<file path="config.mk">
export PLATFORM = sky130hd
export DESIGN_NAME = segment_transition_ctrl
export DESIGN_NICKNAME = d
export VERILOG_FILES = /design/src/rtl/segment_transition_ctrl.sv
export SDC_FILE = /design/constraint.sdc
export NUM_CORES = 1
export LEC_CHECK = 0
export ABC_AREA = 1
export ABC_CLOCK_PERIOD_IN_PS = 4200
export CAP_MARGIN = 20
export CORE_UTILIZATION = 42
export DETAILED_ROUTE_END_ITERATION = 10
export PLACE_DENSITY = 0.73
export SLEW_MARGIN = 20
export SYNTH_ARGS = -nofsm -noshare
export SYNTH_HDL_FRONTEND = slang
export SYNTH_SLANG_ARGS = --single-unit
</file>
<file path="constraint.sdc">
create_clock -name CLK -period 4.2 [get_ports CLK]
set_input_delay 1.05 -clock CLK [delete_from_list [all_inputs] [get_ports CLK]]
set_output_delay 1.05 -clock CLK [all_outputs]
set_load 0.01 [all_outputs]
</file>
<file path="src/rtl/segment_transition_ctrl.sv">
// Segment-switch controller for the modulation/STM sampler.
// Latches a transition request, waits for its trigger, switches the active
// read segment and tracks per-segment repetition (STOP / EXT auto-advance).
module segment_transition_ctrl #(
    parameter int unsigned NUM_SEGMENTS = 4,
    parameter int unsigned SEG_W        = $clog2(NUM_SEGMENTS),
    parameter int unsigned REP_W        = 16
) (
    input  logic                          CLK,
    input  logic                          RST,
    input  logic                          UPDATE,
    input  logic [7:0]                    REQ_SEGMENT,
    input  logic [7:0]                    TRANSITION_MODE,
    input  logic [63:0]                   TRANSITION_VALUE,
    input  logic [NUM_SEGMENTS*REP_W-1:0] REP,
    input  logic [63:0]                   SYS_TIME,
    input  logic [3:0]                    GPIO_IN,
    input  logic                          IDX_WRAP,
    output logic [SEG_W-1:0]              SEGMENT,
    output logic                          STOP,
    output logic                          PENDING,
    output logic                          DONE,
    output logic                          ERR
);

    localparam logic [7:0] MODE_SYNC_IDX  = 8'h00;
    localparam logic [7:0] MODE_SYS_TIME  = 8'h01;
    localparam logic [7:0] MODE_GPIO      = 8'h02;
    localparam logic [7:0] MODE_EXT       = 8'hF0;
    localparam logic [7:0] MODE_IMMEDIATE = 8'hFF;

    typedef enum logic [1:0] {
        IDLE      = 2'd0,
        WAIT_SYNC = 2'd1,
        WAIT_TIME = 2'd2,
        WAIT_GPIO = 2'd3
    } state_e;

    state_e             state_q, state_d;
    logic [SEG_W-1:0]   seg_q, seg_d;
    logic [SEG_W-1:0]   req_seg_q, req_seg_d;
    logic [63:0]        req_val_q, req_val_d;
    logic [REP_W-1:0]   cnt_q, cnt_d;
    logic               stop_q, stop_d;
    logic               pending_q, pending_d;
    logic               done_q, done_d;
    logic               err_q, err_d;
    logic               ext_auto_q, ext_auto_d;
    logic [3:0]         gpio_prev_q;

    logic [REP_W-1:0]   rep_cur;
    logic [REP_W-1:0]   cnt_inc;
    logic [SEG_W-1:0]   seg_next;
    logic [3:0]         gpio_rise;
    logic               mode_ok;
    logic               req_ok;
    logic               trigger;
    logic               loop_done;
    logic               do_switch;
    logic [SEG_W-1:0]   switch_seg;

    // Repeat count of the active segment, saturating loop increment, wrap-around successor
    always_comb begin
        rep_cur = '0;
        for (int unsigned k = 0; k < NUM_SEGMENTS; k++) begin
            if (seg_q == SEG_W'(k)) begin
                rep_cur = REP[k*REP_W +: REP_W];
            end
        end
        cnt_inc   = (cnt_q == '1) ? cnt_q : cnt_q + REP_W'(1);
        seg_next  = (seg_q == SEG_W'(NUM_SEGMENTS - 1)) ? '0 : seg_q + SEG_W'(1);
        gpio_rise = GPIO_IN & ~gpio_prev_q;
        loop_done = IDX_WRAP && (rep_cur != '1) && (cnt_inc >= rep_cur + REP_W'(1));
    end

    // Request validation and per-state trigger selection
    always_comb begin
        mode_ok = 1'b0;
        trigger = 1'b0;
        case (TRANSITION_MODE)
            MODE_SYNC_IDX, MODE_SYS_TIME, MODE_GPIO,
            MODE_EXT, MODE_IMMEDIATE: mode_ok = 1'b1;
            default:                  mode_ok = 1'b0;
        endcase
        req_ok = UPDATE && mode_ok && (REQ_SEGMENT < 8'(NUM_SEGMENTS));
        case (state_q)
            WAIT_SYNC: trigger = IDX_WRAP;
            WAIT_TIME: trigger = (SYS_TIME >= req_val_q);
            WAIT_GPIO: trigger = gpio_rise[req_val_q[1:0]];
            default:   trigger = 1'b0;
        endcase
    end

    // Next-state and output logic; a valid UPDATE takes priority over any trigger
    always_comb begin
        state_d    = state_q;
        seg_d      = seg_q;
        req_seg_d  = req_seg_q;
        req_val_d  = req_val_q;
        stop_d     = stop_q;
        done_d     = 1'b0;
        err_d      = 1'b0;
        ext_auto_d = ext_auto_q;
        cnt_d      = IDX_WRAP ? cnt_inc : cnt_q;
        do_switch  = 1'b0;
        switch_seg = seg_q;

        if (req_ok) begin
            req_seg_d  = REQ_SEGMENT[SEG_W-1:0];
            req_val_d  = TRANSITION_VALUE;
            ext_auto_d = (TRANSITION_MODE == MODE_EXT);
            case (TRANSITION_MODE)
                MODE_SYNC_IDX, MODE_EXT: state_d = WAIT_SYNC;
                MODE_SYS_TIME:           state_d = WAIT_TIME;
                MODE_GPIO:               state_d = WAIT_GPIO;
                default: begin
                    do_switch  = 1'b1;
                    switch_seg = REQ_SEGMENT[SEG_W-1:0];
                end
            endcase
            if (!do_switch && loop_done) begin
                stop_d = 1'b1;
            end
        end else begin
            if (UPDATE) begin
                err_d = 1'b1;
            end
            if (trigger) begin
                do_switch  = 1'b1;
                switch_seg = req_seg_q;
            end else if (loop_done) begin
                if (ext_auto_q && (state_q == IDLE)) begin
                    do_switch  = 1'b1;
                    switch_seg = seg_next;
                end else begin
                    stop_d = 1'b1;
                end
            end
        end

        if (do_switch) begin
            seg_d   = switch_seg;
            cnt_d   = '0;
            stop_d  = 1'b0;
            done_d  = 1'b1;
            state_d = IDLE;
        end

        pending_d = (state_d != IDLE);
    end

    // State and output registers
    always_ff @(posedge CLK or posedge RST) begin
        if (RST) begin
            state_q     <= IDLE;
            seg_q       <= '0;
            req_seg_q   <= '0;
            req_val_q   <= '0;
            cnt_q       <= '0;
            stop_q      <= 1'b0;
            pending_q   <= 1'b0;
            done_q      <= 1'b0;
            err_q       <= 1'b0;
            ext_auto_q  <= 1'b0;
            gpio_prev_q <= '0;
        end else begin
            state_q     <= state_d;
            seg_q       <= seg_d;
            req_seg_q   <= req_seg_d;
            req_val_q   <= req_val_d;
            cnt_q       <= cnt_d;
            stop_q      <= stop_d;
            pending_q   <= pending_d;
            done_q      <= done_d;
            err_q       <= err_d;
            ext_auto_q  <= ext_auto_d;
            gpio_prev_q <= GPIO_IN;
        end
    end

    assign SEGMENT = seg_q;
    assign STOP    = stop_q;
    assign PENDING = pending_q;
    assign DONE    = done_q;
    assign ERR     = err_q;

endmodule

</file>
After elaboration in Yosys (flattened, before gate mapping)
Cells that the tools add are included.
{ "word_totals": {"out_inout_bits": 6, "in_bits": 216, "elab_cells": 91, "regBits": 95} }
{ "op_classes": {"addsub": 3, "bitwise": 2, "n_eq_ne": 16, "order_cmp": 4, "n_mux": 35, "reduce_logical": 20} }
{ "op_table": {"columns": ["operator", "count"], "rows": [
  ["two-way mux 16 bit", 7],
  ["greater-or-equal comparator 64 bit", 1],
  ["adder 16 x 1 -> 16 bit (second input constant)", 2],
  ["two-way mux 1 bit", 17],
  ["== test 16 bit (second input constant)", 1],
  ["== test 8 bit (second input constant)", 2],
  ["greater-or-equal comparator 16 bit", 1],
  ["two-way mux 2 bit", 8],
  ["!= test 16 bit (second input constant)", 1],
  ["nonzero test 3 bit", 3],
  ["== test 2 bit (second input constant)", 4],
  ["== test 8 x 1 -> 1 bit (second input constant)", 1],
  ["== test 8 x 2 -> 1 bit (second input constant)", 1],
  ["zero test 8 bit", 1],
  ["less-than comparator 8 x 3 -> 1 bit (second input constant)", 1],
  ["AND reduction 4 bit", 2],
  ["logical AND 1 bit", 6],
  ["!= test 3 x 1 -> 1 bit (second input constant)", 2],
  ["one-hot mux 2 bit (3 select lines)", 1],
  ["OR reduction 5 bit", 1],
  ["bitwise AND 4 bit", 1],
  ["== test 2 x 1 -> 1 bit (second input constant)", 2],
  ["zero test 2 bit", 2],
  ["NOT 4 bit", 1],
  ["10 further kinds", 11]
]} }

Depth between registers and ports, before layout
{ "logic_depth": {"ltp_word": 13, "ltp_mapped": 29, "ltp_nobuf": 28} }

Worst setup path after synthesis
OpenSTA, ideal clock, no wires.
{ "synth_path": {"path_kind": "input to register", "from": "input REP[18]", "to": "register cnt_q[11]", "path_slack_ps": 432, "setup_ps": 119, "n_path_buf": 1, "cell_stages": 24, "t_arrival_ps": 3649, "path_cell_list": "a21oi_1 nand2_1 o21ai_1 a21oi_2 nand2_1 nor2_1 nand3_1 nor2_2 nand2_1 xor2_1 inv_1 ha_1 nand2_1 inv_1 nand3_1 nor3_1 nand3_1 nand3_1 nand3_2 nor2_2 nor2_4 nor2_4 buf_6 nor2_2"} }
{ "synth_between": {"elab_chain_cells": 10, "word_cells_on_any_way": 13, "cone_classes": "add/sub (1); order compare (1); eq/ne (1); mux (7); reduce/logical (3)"} }
{ "synth_lines": {"columns": ["element", "line_no", "source"], "rows": [
  ["start: declaration", "15", "input logic [NUM_SEGMENTS*REP_W-1:0] REP,"],
  ["two-way mux 16 bit * (3 in series)", "66", "if (seg_q == SEG_W'(k)) begin"],
  ["adder 16 x 1 -> 16 bit or != test 16 bit (tied branches)", "73", "loop_done = IDX_WRAP && (rep_cur != '1) && (cnt_inc >= rep_cur + REP_W'(1));"],
  ["greater-or-equal comparator 16 bit or logical AND 1 bit (tied branches)", "73", null],
  ["logical AND 1 bit *", "73", null],
  ["two-way mux 1 bit *", "131", "end else if (loop_done) begin"],
  ["two-way mux 1 bit *", "128", "if (trigger) begin"],
  ["two-way mux 1 bit *", "108", "if (req_ok) begin"],
  ["two-way mux 16 bit or nonzero test 2 bit (tied branches)", null, null],
  ["end signal: assignment", "171", "cnt_q <= cnt_d;"],
  ["end: declaration", "43", "logic [REP_W-1:0] cnt_q, cnt_d;"]
]} }
Every way passes the cells marked *; elsewhere a longest branch is shown, timed or not.
A chain may end at the register's enable or synchronous reset.

Worst setup path in the final report
{ "layout_path": {"from": "input REP[34]", "to": "register cnt_q[13]"} }
{ "layout_between": {"elab_chain_cells": 9, "word_cells_on_any_way": 12, "cone_classes": "add/sub (1); order compare (1); eq/ne (1); mux (6); reduce/logical (3)"} }
{ "layout_lines": {"columns": ["element", "line_no"], "rows": [
  ["two-way mux 16 bit * (2 in series)", "66"],
  ["adder 16 x 1 -> 16 bit or != test 16 bit (tied branches)", "73"],
  ["greater-or-equal comparator 16 bit or logical AND 1 bit (tied branches)", "73"],
  ["logical AND 1 bit *", "73"],
  ["two-way mux 1 bit *", "131"],
  ["two-way mux 1 bit *", "128"],
  ["two-way mux 1 bit *", "108"],
  ["two-way mux 16 bit or nonzero test 2 bit (tied branches)", null]
]} }
Marks and branches as above.

==> summary.txt <==
Floorplan
  • Core region area: roughly 0.017 mm^2
  • Total number of placement rows: 47
  • Initial core utilization: 0.433
  • Die width: approximately 130 um
  • Height of the chip: between 100 and 150 um
  • Die area: 0.0177 mm^2
  • Top-level I/O count: 222

Placement
  • Standard cell area after detailed placement: around 0.0099 mm^2
  • Setup slack at placement: -0.279 ns
  • Routability Congestion: 0.904
  • Post-detailed-placement half-perimeter wirelength: around 15 mm
  • Count of buffers inserted at the top-level ports: approximately 220

Logic synthesis
  • Share of synthesized area spent on multiplexers: 0.00139
  • Most area-consuming cells after synthesis: sky130_fd_sc_hd__dfrtp_1, sky130_fd_sc_hd__ha_1, sky130_fd_sc_hd__nand2_1, sky130_fd_sc_hd__inv_1, sky130_fd_sc_hd__o21ai_0
  • Total of warnings raised by yosys: 0
  • Adder-cell share of the synthesized area: 0.149
  • EDFF count, synth: 0
  • Share of the synthesized area in compound gates (AO/OA/AOI/OAI): 0.134
  • Largest family of logic cells by synthesized area: simple AND/OR/NAND/NOR gates
  • Simple-gate portion of the synthesized area: 0.260
  • Synthesized-area fraction occupied by xor and xnor cells: 0.0304
  • Predominant post-synthesis flop cell: sky130_fd_sc_hd__dfrtp_1
  • Async set-or-reset flop fraction in the synthesized netlist: 1.00
  • Top cells by instance count after synthesis: sky130_fd_sc_hd__nand2_1, sky130_fd_sc_hd__inv_1, sky130_fd_sc_hd__dfrtp_1
  • Cell type with the largest total area after synthesis: sky130_fd_sc_hd__dfrtp_1
  • Number of distinct library cells after synthesis: 47
  • Total of flip-flops plus latches after synthesis: 95
  • Leading cell type by number of instances after synthesis: sky130_fd_sc_hd__nand2_1
  • Avg Inst Size Synth: between 7 and 8 um^2
  • Portion of synthesized cell area occupied by the leading cell type: 0.330
  • Number of nets in the synthesized netlist: 1290
  • Number of standard cells after synthesis: ~990
  • Cell area after technology mapping: ~0.007 mm^2
  • Sequential fraction of the synthesis area: 0.330

Timing
  • Number of setup violations in the final report: 0
  • Measured slew at the worst slew-check pin: 0.637 ns
  • Post-route worst setup slack: roughly 0.16 ns
  • Number of slew-limit violations in the final report: 0
  • Shortest clock period the worst path allows after layout: between 4 and 5 ns
  • Final setup skew: about 0.0044 ns
  • Number of hold violations in the final report: 0
  • Crit share post-route: 0.961
  • F_max: around 250 MHz
  • Max-slew headroom at the worst pin: 0.571

Worst setup path
  • Critical path, cell by cell: clkdlybuf4s50_1, o21ai_2, a21oi_2, nand2_1, nor2_4, nand3_4, buf_4, nor2_4, nand2_1, xor2_1, inv_1, ha_4, nand2_2, inv_2, nand3_2, nor3_2, nand3_1, nand3_2, nand3_2, nor2_4, nor2_4, nor2_4, clkbuf_16, nor2_2
  • Critical path's most frequent cell: sky130_fd_sc_hd__nor2_4
  • Setup Crit Path Kind: primary input to flip-flop
  • Data arrival time of the critical path: 4.27 ns
  • Type of origin of the critical path: primary input
  • Endpoint required time on the critical path: between 4 and 5 ns
  • Critical-path cell with the highest stage delay: sky130_fd_sc_hd__clkdlybuf4s50_1
  • Largest fanout on the critical path: 8
  • Critical Path Sink Type: flip-flop
  • Highest cell delay on the worst timing path: 0.48 ns

Clocking
  • Max Root-Sink Buffers: 2
  • Clk Latency, worst-skew pair: approximately 0.35 ns
  • Clock tree from TritonCTS: yes
  • Total clock sinks: between 90 and 100
  • Clock transition at the register clock pins on the worst setup and hold paths after CTS: roughly 0.060 ns
  • Inserted Clock Buffers: 9
  • H-tree depth reported by CTS: 3
  • Root Buffer: sky130_fd_sc_hd__clkbuf_16

Route
  • Antenna Nets Post-Route: 0
  • Final routed DRC violation total: 0
  • Final routed wirelength across all metal layers: around 19 mm
  • Detailed-routing iteration count for the pre-antenna-repair pass: 5
  • Initial detailed-routing violation count: 294
  • Total via count in the routed design: between 7k and 8k
  • Average vias per placed instance: roughly 4.9
  • Wire length per cell: roughly 13 um

Layout
  • Area growth, synth to finish: 44.9%
  • Area of all placed cells without fillers: about 0.010 mm^2
  • Number of nets in the finished design: 1539
  • Share of cells above drive strength 1: 0.110
  • Utilization after layout: 0.627

Power and ir drop
  • Worst supply voltage drop on vdd: ~0.21 mV
  • Ratio of total power to cell area: approximately 260 mW/mm^2
  • P_leak: 5.19 nW

GRT
  • Wire length of the first global-routing pass: 31.1 mm
  • Via count of the first global-routing pass: 6883
  • Overall overflow remaining after global route: 0
  • Global-route usage over all layers: 0.220
  • Largest net degree at the start of global routing: 130
  • Initial antenna violation count: 1

Status
  • Status: finished clean

Hold path
  • Type of the worst min-delay path: flip-flop to flip-flop

Job
  • Number of max-cap violations: 0
-- logic make-up after synthesis --
family,after synthesis
AOI/OAI and AO/OA,182
muxes,1
xor gates and xnor gates,25
adders and majority gates,86
buffers and inverters,167
and+or+nand+nor,432
DFF,95
-- stage by stage --
step	total power, W	setup TNS (ns)	hold WS [ns]	std cells
6_report	0.00271	0	0.479	1462
3_5_place_dp	0.00180	-5.99	0.469	1438
5_1_grt	0.00288	-0.851	0.522	1462
4_1_cts	0.00269	0	0.483	1453
2_1_floorplan	0.00144	0	0.442	988
3_3_place_gp	0.00179	-3.09	0.458	1438
-- worst paths after layout --
check                           start  cells after the start  slack (ns)       endpoint
max                           REP[34]                     24        0.16      cnt_q[13]
min                        ext_auto_q                      2        0.48     ext_auto_q
max reg2reg                SEGMENT[1]                     28        0.21      cnt_q[13]
min reg2reg                ext_auto_q                      2        0.48     ext_auto_q
max in group asynchronous         RST                      3        2.34     SEGMENT[0]
min in group asynchronous         RST                      2        1.07  req_val_q[13]
-- sequential cells by signal, indices dropped and copies added, names as in the netlist, 2 cells and up --
register     flops
req_val_q       64
gpio_prev_q      4
SEGMENT          2
cnt_q           16
req_seg_q        2
state_q          2
-- layer usage --
metal	GRT usage	vias up	wire length, um
li1	-	3666	-
met1	0.253	3201	7970
met2	0.388	201	9340
met3	0.0690	23	1530
met4	0.0670	0	350
met5	0	-	0
-- area by class of cell --
cell class,instances,area (um^2)
diodes,1,2.50
multi-input cells,726,4300
inverters,137,520
repair buffers,268,2640
clock inverters,3,67.6
well taps,220,275
clock buffers,12,246
flip-flops and latches,95,2380
fillers,1480,6210
-- worst max-delay path, delay by kind of cell --
kind,cells,cell delay (ns)
simple gates,15,1.59
buf+inv,5,0.99
fa+ha+maj,1,0.27
compound gates,2,0.23
xor+xnor,1,0.14
-- report_power, final --
part | internal [W] | leakage [nW] | switching [W] | total (W)
Combinational | 0.000431 | 4.09 | 0.000398 | 0.000828
Sequential | 0.000962 | 0.958 | 0.0000392 | 0.00100
Clock | 0.000535 | 0.149 | 0.000344 | 0.000879
Total | 0.00193 | 5.19 | 0.000781 | 0.00271
-- cells in the final DEF (no fill, tap or decap), types with 3 or more instances in the layout --
cell type	netlist	layout
sky130_fd_sc_hd__nand2_1	259	254
sky130_fd_sc_hd__nand3_1	32	29
sky130_fd_sc_hd__xnor2_1	7	6
sky130_fd_sc_hd__nand2_2	9	13
sky130_fd_sc_hd__inv_2	3	4
sky130_fd_sc_hd__nor4_1	4	3
sky130_fd_sc_hd__a21o_1	4	4
sky130_fd_sc_hd__o21ai_1	3	4
sky130_fd_sc_hd__xor2_1	18	18
sky130_fd_sc_hd__o21ai_2	1	5
sky130_fd_sc_hd__dfrtp_1	95	94
sky130_fd_sc_hd__dlymetal6s2s_1	0	6
sky130_fd_sc_hd__clkdlybuf4s50_1	0	215
sky130_fd_sc_hd__clkbuf_16	0	10
sky130_fd_sc_hd__ha_4	0	3
sky130_fd_sc_hd__nand4_1	8	8
sky130_fd_sc_hd__ha_1	86	81
sky130_fd_sc_hd__nor2_1	76	75
sky130_fd_sc_hd__nor2_2	24	21
sky130_fd_sc_hd__o21ai_0	92	87
sky130_fd_sc_hd__buf_12	0	3
sky130_fd_sc_hd__buf_4	1	42
sky130_fd_sc_hd__nor2_4	3	7
sky130_fd_sc_hd__nand3_2	2	4
sky130_fd_sc_hd__a21oi_1	68	66
sky130_fd_sc_hd__inv_1	133	130
sky130_fd_sc_hd__nor3_1	7	6
sky130_fd_sc_hd__a21oi_2	2	4
-- timing repair --
action / in CTS / in global routing
hold buffers: 0 / 0
endpoints found under the setup margin: 0 / 23
gates resized for setup: 0 / 47
setup buffers: 0 / 7
(Power assumes the default switching activity.)
